--- config.mk ---
export PLATFORM = sky130hd
export DESIGN_NAME = spi_program_loader
export DESIGN_NICKNAME = d
export VERILOG_FILES = /design/src/rtl/spi_program_loader.sv
export SDC_FILE = /design/constraint.sdc
export NUM_CORES = 1
export LEC_CHECK = 0
export CORE_ASPECT_RATIO = 1.25
export CORE_MARGIN = 1
export CORE_UTILIZATION = 30
export DETAILED_ROUTE_END_ITERATION = 8
export GPL_TIMING_DRIVEN = 0
export PLACE_DENSITY = 0.49
export REMOVE_ABC_BUFFERS = 1
export SETUP_SLACK_MARGIN = 0.02
export SLEW_MARGIN = 20
export SYNTH_ARGS = -nofsm -noshare
export SYNTH_HDL_FRONTEND = slang
export SYNTH_SLANG_ARGS = --single-unit
--- constraint.sdc ---
create_clock -name clk -period 3.7 [get_ports clk]
set_input_delay 0.925 -clock clk [delete_from_list [all_inputs] [get_ports clk]]
set_output_delay 0.925 -clock clk [all_outputs]
set_load 0.02 [all_outputs]
--- src/rtl/spi_program_loader.sv ---
// Host-driven loader: writes cache words to the processor over a 12-bit serial frame
// and supervises processor runs with a cycle counter and a timeout.
module spi_program_loader #(
    parameter int unsigned GAP_CYCLES     = 1,
    parameter int unsigned TIMEOUT_CYCLES = 4096
) (
    input  logic        clk,
    input  logic        rst,
    input  logic        cmd_valid,
    output logic        cmd_ready,
    input  logic [1:0]  cmd_op,
    input  logic [3:0]  cmd_addr,
    input  logic [7:0]  cmd_data,
    output logic [1:0]  mode_out,
    output logic        mosi_out,
    input  logic        proc_done_in,
    output logic        busy,
    output logic        run_done,
    output logic [15:0] run_cycles,
    output logic        timeout
);

    typedef enum logic [2:0] {
        IDLE,
        SHIFT,
        GAP,
        RUN_START,
        RUN_WAIT
    } state_t;

    localparam logic [3:0]  GAP_LAST     = 4'(GAP_CYCLES - 1);
    localparam logic [15:0] TIMEOUT_LAST = 16'(TIMEOUT_CYCLES - 1);

    state_t      state_q, state_d;
    logic [11:0] frame_q, frame_d;
    logic [1:0]  op_q, op_d;
    logic [3:0]  bitcnt_q, bitcnt_d;
    logic [1:0]  mode_q, mode_d;
    logic        mosi_q, mosi_d;
    logic        ready_q, ready_d;
    logic        busy_q, busy_d;
    logic        run_done_q, run_done_d;
    logic [15:0] run_cycles_q, run_cycles_d;
    logic        timeout_q, timeout_d;
    logic [15:0] run_cycles_inc;

    assign run_cycles_inc = (run_cycles_q == '1) ? run_cycles_q : run_cycles_q + 16'd1;

    always_comb begin
        state_d      = state_q;
        frame_d      = frame_q;
        op_d         = op_q;
        bitcnt_d     = bitcnt_q;
        run_cycles_d = run_cycles_q;
        timeout_d    = timeout_q;
        run_done_d   = 1'b0;

        unique case (state_q)
            IDLE: begin
                if (cmd_valid) begin
                    timeout_d = 1'b0;
                    case (cmd_op)
                        2'b01, 2'b10: begin
                            frame_d  = {cmd_data, cmd_addr};
                            op_d     = cmd_op;
                            bitcnt_d = '0;
                            state_d  = SHIFT;
                        end
                        2'b11: begin
                            run_cycles_d = '0;
                            state_d      = RUN_START;
                        end
                        default: ;
                    endcase
                end
            end
            SHIFT: begin
                if (bitcnt_q == 4'd11) begin
                    bitcnt_d = '0;
                    state_d  = GAP;
                end else begin
                    bitcnt_d = bitcnt_q + 4'd1;
                end
            end
            // bitcnt is reused as the gap-cycle counter
            GAP: begin
                if (bitcnt_q == GAP_LAST) begin
                    bitcnt_d = '0;
                    state_d  = IDLE;
                end else begin
                    bitcnt_d = bitcnt_q + 4'd1;
                end
            end
            RUN_START: begin
                run_cycles_d = run_cycles_inc;
                state_d      = RUN_WAIT;
            end
            RUN_WAIT: begin
                if (proc_done_in) begin
                    run_done_d = 1'b1;
                    state_d    = IDLE;
                end else begin
                    run_cycles_d = run_cycles_inc;
                    if (run_cycles_q == TIMEOUT_LAST) begin
                        timeout_d  = 1'b1;
                        run_done_d = 1'b1;
                        state_d    = IDLE;
                    end
                end
            end
            default: state_d = IDLE;
        endcase

        // Output flops are loaded from the next-state values so they line up with state_q
        mode_d = 2'b00;
        mosi_d = 1'b0;
        case (state_d)
            SHIFT: begin
                mode_d = op_d;
                mosi_d = frame_d[bitcnt_d];
            end
            RUN_START, RUN_WAIT: mode_d = 2'b11;
            default: ;
        endcase
        ready_d = (state_d == IDLE);
        busy_d  = (state_d != IDLE);
    end

    always_ff @(posedge clk) begin
        if (rst) begin
            state_q      <= IDLE;
            frame_q      <= '0;
            op_q         <= '0;
            bitcnt_q     <= '0;
            mode_q       <= '0;
            mosi_q       <= 1'b0;
            ready_q      <= 1'b1;
            busy_q       <= 1'b0;
            run_done_q   <= 1'b0;
            run_cycles_q <= '0;
            timeout_q    <= 1'b0;
        end else begin
            state_q      <= state_d;
            frame_q      <= frame_d;
            op_q         <= op_d;
            bitcnt_q     <= bitcnt_d;
            mode_q       <= mode_d;
            mosi_q       <= mosi_d;
            ready_q      <= ready_d;
            busy_q       <= busy_d;
            run_done_q   <= run_done_d;
            run_cycles_q <= run_cycles_d;
            timeout_q    <= timeout_d;
        end
    end

    // Run enable drops in the very cycle done rises so the processor cannot restart
    assign mode_out   = (state_q == RUN_WAIT && proc_done_in) ? 2'b00 : mode_q;
    assign mosi_out   = mosi_q;
    assign cmd_ready  = ready_q;
    assign busy       = busy_q;
    assign run_done   = run_done_q;
    assign run_cycles = run_cycles_q;
    assign timeout    = timeout_q;

endmodule

==> results.md, run 1 <==
* Number of flip-flops and latches in the synthesized netlist at 44
* Post-Route Skew at 0.008197 ns
* Number of buffers added by the clock tree synthesis step at 5
* Hold Crit Start: frame_q[9]$_SDFF_PP0_
* Leading cell types by count after synthesis: sky130_fd_sc_hd__dfxtp_1 (44), sky130_fd_sc_hd__nand2_1 (38), sky130_fd_sc_hd__nor2_1 (29)
* First drt pass iteration count at 4
* Height of the die at 99.57 µm
* Number of antenna violations at the first check in global routing at 0
* Data required time at the worst endpoint at 3.90 ns
* Crit. path cell count at 9
* Routed wl met2 at 2691 µm
* Die Footprint at 7971 µm²
* Total gr overflow at 0
* Number of nets in the final layout at 332
* Detailed-route wire length per cell at 13.50 µm
* Cell with the largest stage delay on the worst path: sky130_fd_sc_hd__a22oi_1
* Post-synth top area share at 38.55%
* Cell Area, Placed at 2739 µm²
* Post-synth cell types at 52
* Detail Route Antenna Nets at 0
* Number of setup violations in the final report at 0
* Type of the most critical hold path: flip-flop to flip-flop
* Final critical-path share of the clock period at 90.55%
* Setup fix buffers added after clock tree synthesis at 0
* Post-route cell area at 2860 µm²
* Most used flip-flop cell after synthesis: sky130_fd_sc_hd__dfxtp_1
* Number of global-route vias before repair at 1960
* DRC viols at 0
* Sort of element at the start of the critical path: input pin
* Data arrival time of the critical path at 3.55 ns
* Mean number of vias per cell at 5.164
* Row count at 35
* Slew at the pin with the worst max-slew slack at 1.034 ns
* Global-route total usage across every layer at 14.69%
* Cell at the root of the clock tree: sky130_fd_sc_hd__clkbuf_8
* Length in cells of the worst reg-to-reg path at 8
* P&R area growth vs syn at 25.19%
* Post-Route Setup TNS at 0 ns
* Setup crit start: cmd_op[0]
* Via count at 2076
* Top metal layer carrying routed signals: met4
* Number of instances in the synthesized netlist at 276
* Crit Path Class: input pin to flip-flop
* Pins over their slew limit at 0
* Power per Cell Area at 369.0 nW/µm²
* Post-route core utilization at 38.88%
* Final Critical Period at 3.351 ns
* Sequential fraction of the synthesis area at 38.55%
* Worst VDD drop at 0.1448 mV
* Leakage power summed over all cells at 1.006 nW
* Max transition margin at 30.83%
* Tightest hold margin at 0.4606 ns
* Final routed wirelength across all metal layers at 5427 µm
* Starting density of the core at 31.05%
* Cell taking the most area after synthesis: sky130_fd_sc_hd__dfxtp_1
* Placed wire-length estimate after detailed placement at 3944 µm
* Final estimated routing congestion in global placement at 0.7708
* Netlist area before placement at 2285 µm²
* Run status: finished, final reports clean
* Number of input and output port buffers inserted at 40
* Max Cap Violations at 0
* Detailed-route wire length on metal 1 at 2411 µm
* Clock net sink count at 44
* Async S/R FF share, synth at 0%
* Worst path cell trace: clkdlybuf4s50_1 > inv_1 > ha_1 > a211o_1 > nand2_1 > a22oi_1 > o311ai_0 > a32o_1 > a32o_1
* Number of hold-slack violations in the final timing report at 0
* Met3 WL at 193 µm
* Clock transition at path regs at 0.09 ns
* Synth Warn # at 0
* Highest clock rate at 298.5 MHz
* Number of stages on the worst hold path at 2
* R2r setup slk at 0.80 ns
* Layout cells sized above 1 at 4.516%
* TritonCTS clock tree: done
* CP Capture Type: flip-flop
* Count of flip-flops with a built-in enable after synthesis at 0
* Placed Cells incl. Taps at 394
* Crit Reg-Reg Startpoint: bitcnt_q[0]$_SDFF_PP0_
* Unrepaired setup endpoints after global routing: no
* Synth Area per Inst at 8.278 µm²
* CTS hold repair buffers at 0
* Core region area at 7357 µm²
* Number of violations reported at the end of detailed-routing iteration 0 at 44
* Pin count of the biggest net entering global routing at 29
* Post-route insts no fill at 402
* Top-count cell post-synth: sky130_fd_sc_hd__dfxtp_1
* Global-route wire length before repair at 9101 µm
* Critical Path Most Common Cell: sky130_fd_sc_hd__a32o_1
* RR Endpoint: mosi_out$_SDFF_PP0_
* Peak fanout along the critical path at 7
* Antenna Diode Count at 0
* Number of cells upsized or downsized after cts at 0
* Skew-Pair Late Insertion Delay at 0.30 ns
* Die Width at 80.06 µm
* Top cell family by delay on the critical path: compound AO/OA/AOI/OAI gates
* Synth area leaders: sky130_fd_sc_hd__dfxtp_1 (39%), sky130_fd_sc_hd__nand2_1 (6.2%), sky130_fd_sc_hd__xnor2_1 (5.8%)
* Worst path max stage delay at 0.56 ns
* H-tree depth at 2
* Buffers from clock root to sink, at most at 2
* Buffering stage count on the worst path with inverters included at 2
* Count of boundary I/O pins at 41
* End point of the most critical hold path: frame_q[9]$_SDFF_PP0_
## worst reg2reg max path, stage by stage (launching register included)
cell	delay, ns
sky130_fd_sc_hd__dfxtp_1	0.37
sky130_fd_sc_hd__inv_1	0.15
sky130_fd_sc_hd__ha_1	0.17
sky130_fd_sc_hd__nor3b_1	0.37
sky130_fd_sc_hd__o22ai_1	0.26
sky130_fd_sc_hd__a22oi_1	0.62
sky130_fd_sc_hd__o311ai_0	0.34
sky130_fd_sc_hd__a32o_1	0.29
sky130_fd_sc_hd__a32o_1	0.21
## kinds of logic (layout without fill, tap and decap cells)
kind of cell	count (synthesis)	count (layout)	share of synthesized area, %
simple gates	128	128	29.90
xor+xnor	15	15	5.750
compound gates	56	56	16.87
buf+inv	25	59	4.874
mux	3	3	1.314
fa+ha+maj	5	5	2.738
flops	44	44	38.55
## layout by cell type (no fill, tap or decap), types with 4 or more instances in the layout
| cell type | synthesis | final |
|---|---|---|
| sky130_fd_sc_hd__a211oi_1 | 6 | 6 |
| sky130_fd_sc_hd__a21oi_1 | 21 | 21 |
| sky130_fd_sc_hd__clkbuf_8 | 0 | 6 |
| sky130_fd_sc_hd__clkdlybuf4s50_1 | 0 | 40 |
| sky130_fd_sc_hd__dfxtp_1 | 44 | 44 |
| sky130_fd_sc_hd__ha_1 | 5 | 5 |
| sky130_fd_sc_hd__inv_1 | 11 | 11 |
| sky130_fd_sc_hd__nand2_1 | 38 | 38 |
| sky130_fd_sc_hd__nand3_1 | 7 | 7 |
| sky130_fd_sc_hd__nor2_1 | 29 | 29 |
| sky130_fd_sc_hd__nor3_1 | 5 | 5 |
| sky130_fd_sc_hd__nor3b_1 | 6 | 6 |
| sky130_fd_sc_hd__nor4_1 | 12 | 12 |
| sky130_fd_sc_hd__o21ai_0 | 4 | 4 |
| sky130_fd_sc_hd__xnor2_1 | 15 | 15 |
## state kept, by name, indices dropped and copies added (netlist names)
| signal | cells |
|---|---|
| run_done | 1 |
| bitcnt_q | 4 |
| mosi_out | 1 |
| run_cycles | 16 |
| op_q | 2 |
| busy | 1 |
| timeout | 1 |
| state_q | 3 |
| mode_q | 2 |
| cmd_ready | 1 |
| frame_q | 12 |
## cell type report
class                   count  area, µm²
multi-input cells         207       1301
well taps                  92      115.1
clock buffers               6      82.58
flip-flops and latches     44      880.8
inverters                  11      41.29
repair buffers             40      400.4
fillers                   779       4497
clock inverters             2      38.79
## stage by stage
stage / power (mW) / setup WS, ns
after floorplan: 0.6076 / 0.8774
after global placement: 0.6704 / 0.01453
after detailed placement: 0.6706 / 0.01835
after CTS: 1.070 / 0.3402
after global routing: 1.110 / 0.2265
final: 1.056 / 0.3495
## where the power goes
part / switching, mW / internal (mW) / total [mW]
Sequential: 0.0140 / 0.490 / 0.504
Clock: 0.178 / 0.221 / 0.399
Combinational: 0.0828 / 0.0698 / 0.153
## metal layers
| metal | GRT usage, % | up-vias |
|---|---|---|
| li1 | - | 1053 |
| met5 | 0 | - |
| met1 | 17.47 | 964 |
| met4 | 6.456 | 0 |
| met2 | 25.38 | 49 |
| met3 | 2.752 | 10 |
## how the worst max path moves through the flow
stage,endpoint,slack [ns]
after global placement,mosi_out$_SDFF_PP0_,0.01
after global routing,mosi_out$_SDFF_PP0_,0.23
final,mosi_out$_SDFF_PP0_,0.35
after CTS,mosi_out$_SDFF_PP0_,0.34
after floorplan,mosi_out$_SDFF_PP0_,0.88
after detailed placement,mosi_out$_SDFF_PP0_,0.02
Note: power is estimated with default switching activity, not from simulation.
==> inputs of run 2 (changes only) <==
--- a/config.mk
+++ b/config.mk
@@ -9,7 +9,8 @@
 export CORE_MARGIN = 1
 export CORE_UTILIZATION = 30
 export DETAILED_ROUTE_END_ITERATION = 8
-export GPL_TIMING_DRIVEN = 0
+export GPL_TIMING_DRIVEN = 1
+export HOLD_SLACK_MARGIN = 0.1
 export PLACE_DENSITY = 0.49
 export REMOVE_ABC_BUFFERS = 1
 export SETUP_SLACK_MARGIN = 0.02
==> run 2 against run 1 <==
  * Via count rose by 0.72%
  * Setup slack improved by 0.11 ns
  * Sequential share of layout area is essentially flat
  * Count of clock-buffer cells in the layout up 1
  * Cell count is 1.2% higher
  * Combinational power hardly changed
  * Critical path depth decreased by 6
  * Worst hold slack hardly changed
  * Non-clock buffer count increased by 5
  * Core utilization barely moved
  * Clock power shrank 20%
  * Critical path type is now input pin to output pin
  * Critical endpoint is now mode_out[0]
  * Largest cell class unchanged
  * Largest power group unchanged
==> results.md, run 2 (synthesis results as in run 1) <==
* Type of the most critical hold path: flip-flop to flip-flop
* Clock net sink count at 44
* Most frequent standard cell in the layout excluding fill and tap cells: sky130_fd_sc_hd__dfxtp_1
* Top cell family by delay on the critical path: buffers and inverters
* Height of the die at 99.57 µm
* Number of fillers in the final layout at 774
* Power per Cell Area at 342.6 nW/µm²
* Buffers from clock root to sink, at most at 2
* Post-Route Skew at 0.006761 ns
* Number of nets in the final layout at 337
* Pin count of the biggest net entering global routing at 19
* Buffering stage count on the worst path with inverters included at 2
* Skew-Pair Late Insertion Delay at 0.30 ns
* Number of cells upsized or downsized after cts at 0
* Layout cells sized above 1 at 5.714%
* R2r setup slk at 1.05 ns
* Slew at the pin with the worst max-slew slack at 1.009 ns
* Global-route wire length before repair at 9349 µm
* Sort of element at the start of the critical path: input pin
* Critical Path Most Common Cell: sky130_fd_sc_hd__clkdlybuf4s50_1
* Post-route cell area at 2861 µm²
* Crit Path Class: input pin to output pin
* CTS hold repair buffers at 0
* Number of flip-flops under the largest register name at 16
* Cell Area, Placed at 2768 µm²
* Worst VDD drop at 0.1341 mV
* Highest clock rate at 308.6 MHz
* Max transition margin at 32.51%
* Fraction of met3 tracks used by global routing at 2.936%
* Count of boundary I/O pins at 41
* Combinational share of power at 15.9%
* Part of the power in the clock network at 32.5%
* Met1 routing resource usage after global routing at 17.36%
* Number of violations reported at the end of detailed-routing iteration 0 at 112
* Antenna Diode Count at 0
* Setup slack at placement at 0.1881 ns
* Pins over their slew limit at 0
* Multi-input logic area at 1292 µm²
* Top Usage Layer GRT: met2
* Total gr overflow at 0
* Worst path cell trace: clkdlybuf4s50_1 > a21boi_0 > clkdlybuf4s50_1
* Number of global-route vias before repair at 1955
* Setup fix buffers added after clock tree synthesis at 0
* Worst path max stage delay at 0.64 ns
* Starting density of the core at 31.05%
* Cell with the largest stage delay on the worst path: sky130_fd_sc_hd__clkdlybuf4s50_1
* Detail Route Antenna Nets at 0
* Clock transition at path regs at 0.08 ns
* Net switching power at 0.2646 mW
* Number of hold-slack violations in the final timing report at 0
* Final critical-path share of the clock period at 87.59%
* Via count at 2091
* P&R area growth vs syn at 25.25%
* Cell at the root of the clock tree: sky130_fd_sc_hd__clkbuf_8
* Row count at 35
* Leakage power summed over all cells at 0.9965 nW
* Power Internal at 0.7158 mW
* Mean number of vias per cell at 5.138
* Number of input and output port buffers inserted at 40
* Final estimated routing congestion in global placement at 0.7481
* Number of setup violations in the final report at 0
* First drt pass iteration count at 4
* Max Cap Violations at 0
* TritonCTS clock tree: done
* Sequential Area at 880.8 µm²
* Peak fanout along the critical path at 5
* Number of antenna violations at the first check in global routing at 0
* Leading cell types in the layout, fill and taps excluded: sky130_fd_sc_hd__dfxtp_1 (44), sky130_fd_sc_hd__clkdlybuf4s50_1 (40), sky130_fd_sc_hd__nand2_1 (38)
* Data arrival time of the critical path at 2.32 ns
* Unrepaired setup endpoints after global routing: no
* Die Footprint at 7971 µm²
* Final Worst Setup Slack at 0.4592 ns
* CP Capture Type: output pin
* Met2 capacity usage during global routing at 27.22%
* Placed wire-length estimate after detailed placement at 4219 µm
* H-tree depth at 2
* Data required time at the worst endpoint at 2.77 ns
* Switching share of total power at 26.99%
* Global-route total usage across every layer at 14.92%
* Run status: finished, final reports clean
* DRC viols at 0
* Die Width at 80.06 µm
* Post-route core utilization at 38.89%
* Final routed wirelength across all metal layers at 5585 µm
* Post-Route Setup TNS at 0 ns
* Final Critical Period at 3.241 ns
* Register share of total power at 51.6%
* Number of buffers added by the clock tree synthesis step at 5
* Core region area at 7357 µm²
* Detailed-route wire length per cell at 13.72 µm
## run 2: worst register-to-register path: stages (launching register included)
cell and delay (ns):
sky130_fd_sc_hd__dfxtp_1 0.38, sky130_fd_sc_hd__inv_1 0.16, sky130_fd_sc_hd__ha_1 0.17, sky130_fd_sc_hd__nor3b_1 0.40, sky130_fd_sc_hd__o22ai_1 0.27, sky130_fd_sc_hd__a22oi_1 0.45
sky130_fd_sc_hd__o311ai_0 0.25, sky130_fd_sc_hd__a32o_1 0.26, sky130_fd_sc_hd__a32o_1 0.21
## run 2: area by class of cell
type	count	share of cell area [%]
Sequential cell	44	30.78
Multi-Input combinational cell	207	45.17
Clock buffer	7	3.017
Timing Repair Buffer	45	15.30
Inverter	11	1.443
Clock inverter	1	0.2624
Tap cell	92	4.023
## run 2: worst paths after layout
kind	start	end	cells past startpoint
setup / recovery	proc_done_in	mode_out[0]	3
setup reg to reg	bitcnt_q[0]$_SDFF_PP0_	mosi_out$_SDFF_PP0_	8
hold reg to reg	frame_q[9]$_SDFF_PP0_	frame_q[9]$_SDFF_PP0_	2
hold / removal	frame_q[9]$_SDFF_PP0_	frame_q[9]$_SDFF_PP0_	2
## run 2: per-stage QoR
| step | hold slack, ns | instances | power [mW] |
|---|---|---|---|
| finish | 0.4610 | 407 | 0.9803 |
| global route | 0.4892 | 407 | 1.037 |
| CTS | 0.4658 | 407 | 0.9978 |
| detailed placement | 0.4539 | 399 | 0.6745 |
| global placement | 0.4491 | 399 | 0.6741 |
| floorplan | 0.4255 | 262 | 0.6076 |
## run 2: layer usage
layer / part of all wire [%] / vias to the layer above
met3: 3.3 / 8
met4: 1.2 / 0
met5: 0 / -
met2: 51 / 43
met1: 44 / 979
li1: - / 1061
## run 2: power by group through the flow
stage	registers, mW	logic [mW]	clock network [mW]
after floorplan	0.517	0.0908	0
after global placement	0.517	0.157	0
after detailed placement	0.518	0.157	0
after CTS	0.506	0.157	0.334
after global routing	0.509	0.173	0.355
final	0.506	0.156	0.319
==> inputs of run 3 (changes only) <==
==> constraint.sdc (replaced) <==
create_clock -name clk -period 3.7 [get_ports clk]
set_input_delay 0.74 -clock clk [delete_from_list [all_inputs] [get_ports clk]]
set_output_delay 0.74 -clock clk [all_outputs]
set_load 0.02 [all_outputs]
==> run 3 against run 2 <==
  * Via count is 1.2% lower
  * Sequential cell count stayed put
  * Largest power group unchanged
  * Critical path type is now input pin to flip-flop
  * Combinational power hardly changed
  * Count of clock-buffer cells in the layout is 2 lower
  * Total power is 3.4% higher
==> results.md, run 3 (synthesis results as in run 1) <==
* Run status: finished, final reports clean
* Final estimated routing congestion in global placement at 0.7915
* Detailed-route wire length per cell at 14.02 µm
* Worst VDD drop at 0.1430 mV
* Global-route total usage across every layer at 15.31%
* Post-route core utilization at 38.86%
* Slew at the pin with the worst max-slew slack at 1.020 ns
* Top cell family by delay on the critical path: compound AO/OA/AOI/OAI gates
* Tightest hold margin at 0.4614 ns
* Cell at the root of the clock tree: sky130_fd_sc_hd__clkbuf_8
* Crit Path Class: input pin to flip-flop
* Row count at 35
* Placed Cells incl. Taps at 398
* First drt pass iteration count at 4
* TritonCTS clock tree: done
* Max Cap Violations at 0
* Core region area at 7357 µm²
* Starting density of the core at 31.05%
* Pins over their slew limit at 0
* Number of global-route vias before repair at 2019
* Data arrival time of the critical path at 3.22 ns
* Die Width at 80.06 µm
* Layout cells sized above 1 at 5.128%
* Count of boundary I/O pins at 41
* Worst path cell trace: clkdlybuf4s50_1 > inv_1 > ha_1 > a211o_1 > and3_1 > or2_1 > a211o_1 > a32o_1 > a32o_1
* Placed wire-length estimate after detailed placement at 4229 µm
* Highest clock rate at 330.3 MHz
* Number of flip-flops under the largest register name at 16
* Post-route cell area at 2859 µm²
* Max transition margin at 31.74%
* Pin count of the biggest net entering global routing at 19
* Post-Route Skew at 0.004334 ns
* Via count at 2066
* Final Worst Setup Slack at 0.6728 ns
* Number of fillers in the final layout at 797
* Unrepaired setup endpoints after global routing: no
* Global-route wire length before repair at 9597 µm
* CTS hold repair buffers at 0
* Final Critical Period at 3.027 ns
* Die Footprint at 7971 µm²
* Buffering stage count on the worst path with inverters included at 2
* Skew-Pair Late Insertion Delay at 0.29 ns
* Number of nets in the final layout at 336
* Post-route insts no fill at 404
* Number of violations reported at the end of detailed-routing iteration 0 at 88
* Final critical-path share of the clock period at 81.81%
* Buffers from clock root to sink, at most at 2
* Type of the most critical hold path: flip-flop to flip-flop
* DRC viols at 0
* H-tree depth at 2
* Number of buffers added by the clock tree synthesis step at 5
* Total gr overflow at 0
* Detail Route Antenna Nets at 0
* Post-Route Setup TNS at 0 ns
* Clock transition at path regs at 0.08 ns
* Number of antenna violations at the first check in global routing at 0
* Multi-input logic area at 1292 µm²
* Data required time at the worst endpoint at 3.89 ns
* Power per Cell Area at 354.6 nW/µm²
* P&R area growth vs syn at 25.14%
* Setup fix buffers added after clock tree synthesis at 0
* Number of setup violations in the final report at 0
* Cell with the largest stage delay on the worst path: sky130_fd_sc_hd__clkdlybuf4s50_1
* Final routed wirelength across all metal layers at 5665 µm
* Number of hold-slack violations in the final timing report at 0
* Peak fanout along the critical path at 6
* Height of the die at 99.57 µm
* Number of input and output port buffers inserted at 40
* Clock net sink count at 44
* Sequential Area at 880.8 µm²
* Number of cells upsized or downsized after cts at 0
* Mean number of vias per cell at 5.114
* Setup slack at placement at 0.3738 ns
* Sort of element at the start of the critical path: input pin
* Most frequent standard cell in the layout excluding fill and tap cells: sky130_fd_sc_hd__dfxtp_1
* Leakage power summed over all cells at 0.9979 nW
* Worst path max stage delay at 0.55 ns
* CP Capture Type: flip-flop
* Cell Area, Placed at 2760 µm²
* Total power at 1.014 mW
* Antenna Diode Count at 0
* Leading cell types in the layout, fill and taps excluded: sky130_fd_sc_hd__dfxtp_1 (44), sky130_fd_sc_hd__clkdlybuf4s50_1 (40), sky130_fd_sc_hd__nand2_1 (38)
-- run 3: changes by cell type in the layout (fill, tap and decap cells not counted) --
cell / before / now
sky130_fd_sc_hd__buf_4: 5 / 4
sky130_fd_sc_hd__bufinv_16: 0 / 1
sky130_fd_sc_hd__clkbuf_1: 1 / 0
sky130_fd_sc_hd__clkbuf_8: 6 / 5
sky130_fd_sc_hd__clkinvlp_4: 1 / 0
-- run 3: final cells by class --
class	instances	share of cell area, %
Multi-Input combinational cell	207	45.21
Sequential cell	44	30.81
Timing Repair Buffer	44	15.05
Tap cell	92	4.026
Clock buffer	5	2.407
Inverter	11	1.444
Clock inverter	1	1.050
-- run 3: where the power goes --
| part | switching, mW | leakage [nW] | internal (mW) |
|---|---|---|---|
| clock | 0.158 | 0.0501 | 0.194 |
| sequential | 0.0154 | 0.357 | 0.490 |
| combinational | 0.0836 | 0.591 | 0.0726 |
| total | 0.257 | 0.998 | 0.757 |
-- run 3: layer usage --
layer | share of wire, % | track usage (%) | vias up
met1 | 44 | 17.78 | 944
met4 | 1.6 | 4.670 | 0
met2 | 51 | 27.94 | 52
li1 | - | - | 1062
met3 | 3.9 | 2.844 | 8
met5 | 0 | 0 | -
-- run 3: worst paths after layout --
| check | start | to | slack, ns | depth (start not counted) |
|---|---|---|---|---|
| worst max register to register | bitcnt_q[0]$_SDFF_PP0_ | mosi_out$_SDFF_PP0_ | 0.98 | 8 |
| worst max-delay path | cmd_op[0] | mosi_out$_SDFF_PP0_ | 0.67 | 9 |
| worst min-delay path | frame_q[4]$_SDFF_PP0_ | frame_q[4]$_SDFF_PP0_ | 0.46 | 2 |
| worst min register to register | frame_q[4]$_SDFF_PP0_ | frame_q[4]$_SDFF_PP0_ | 0.46 | 2 |
-- run 3: worst min-delay path: stages, from the launching register on --
cell,delay (ns)
sky130_fd_sc_hd__dfxtp_1,0.32
sky130_fd_sc_hd__nand2_1,0.05
sky130_fd_sc_hd__a21oi_1,0.05
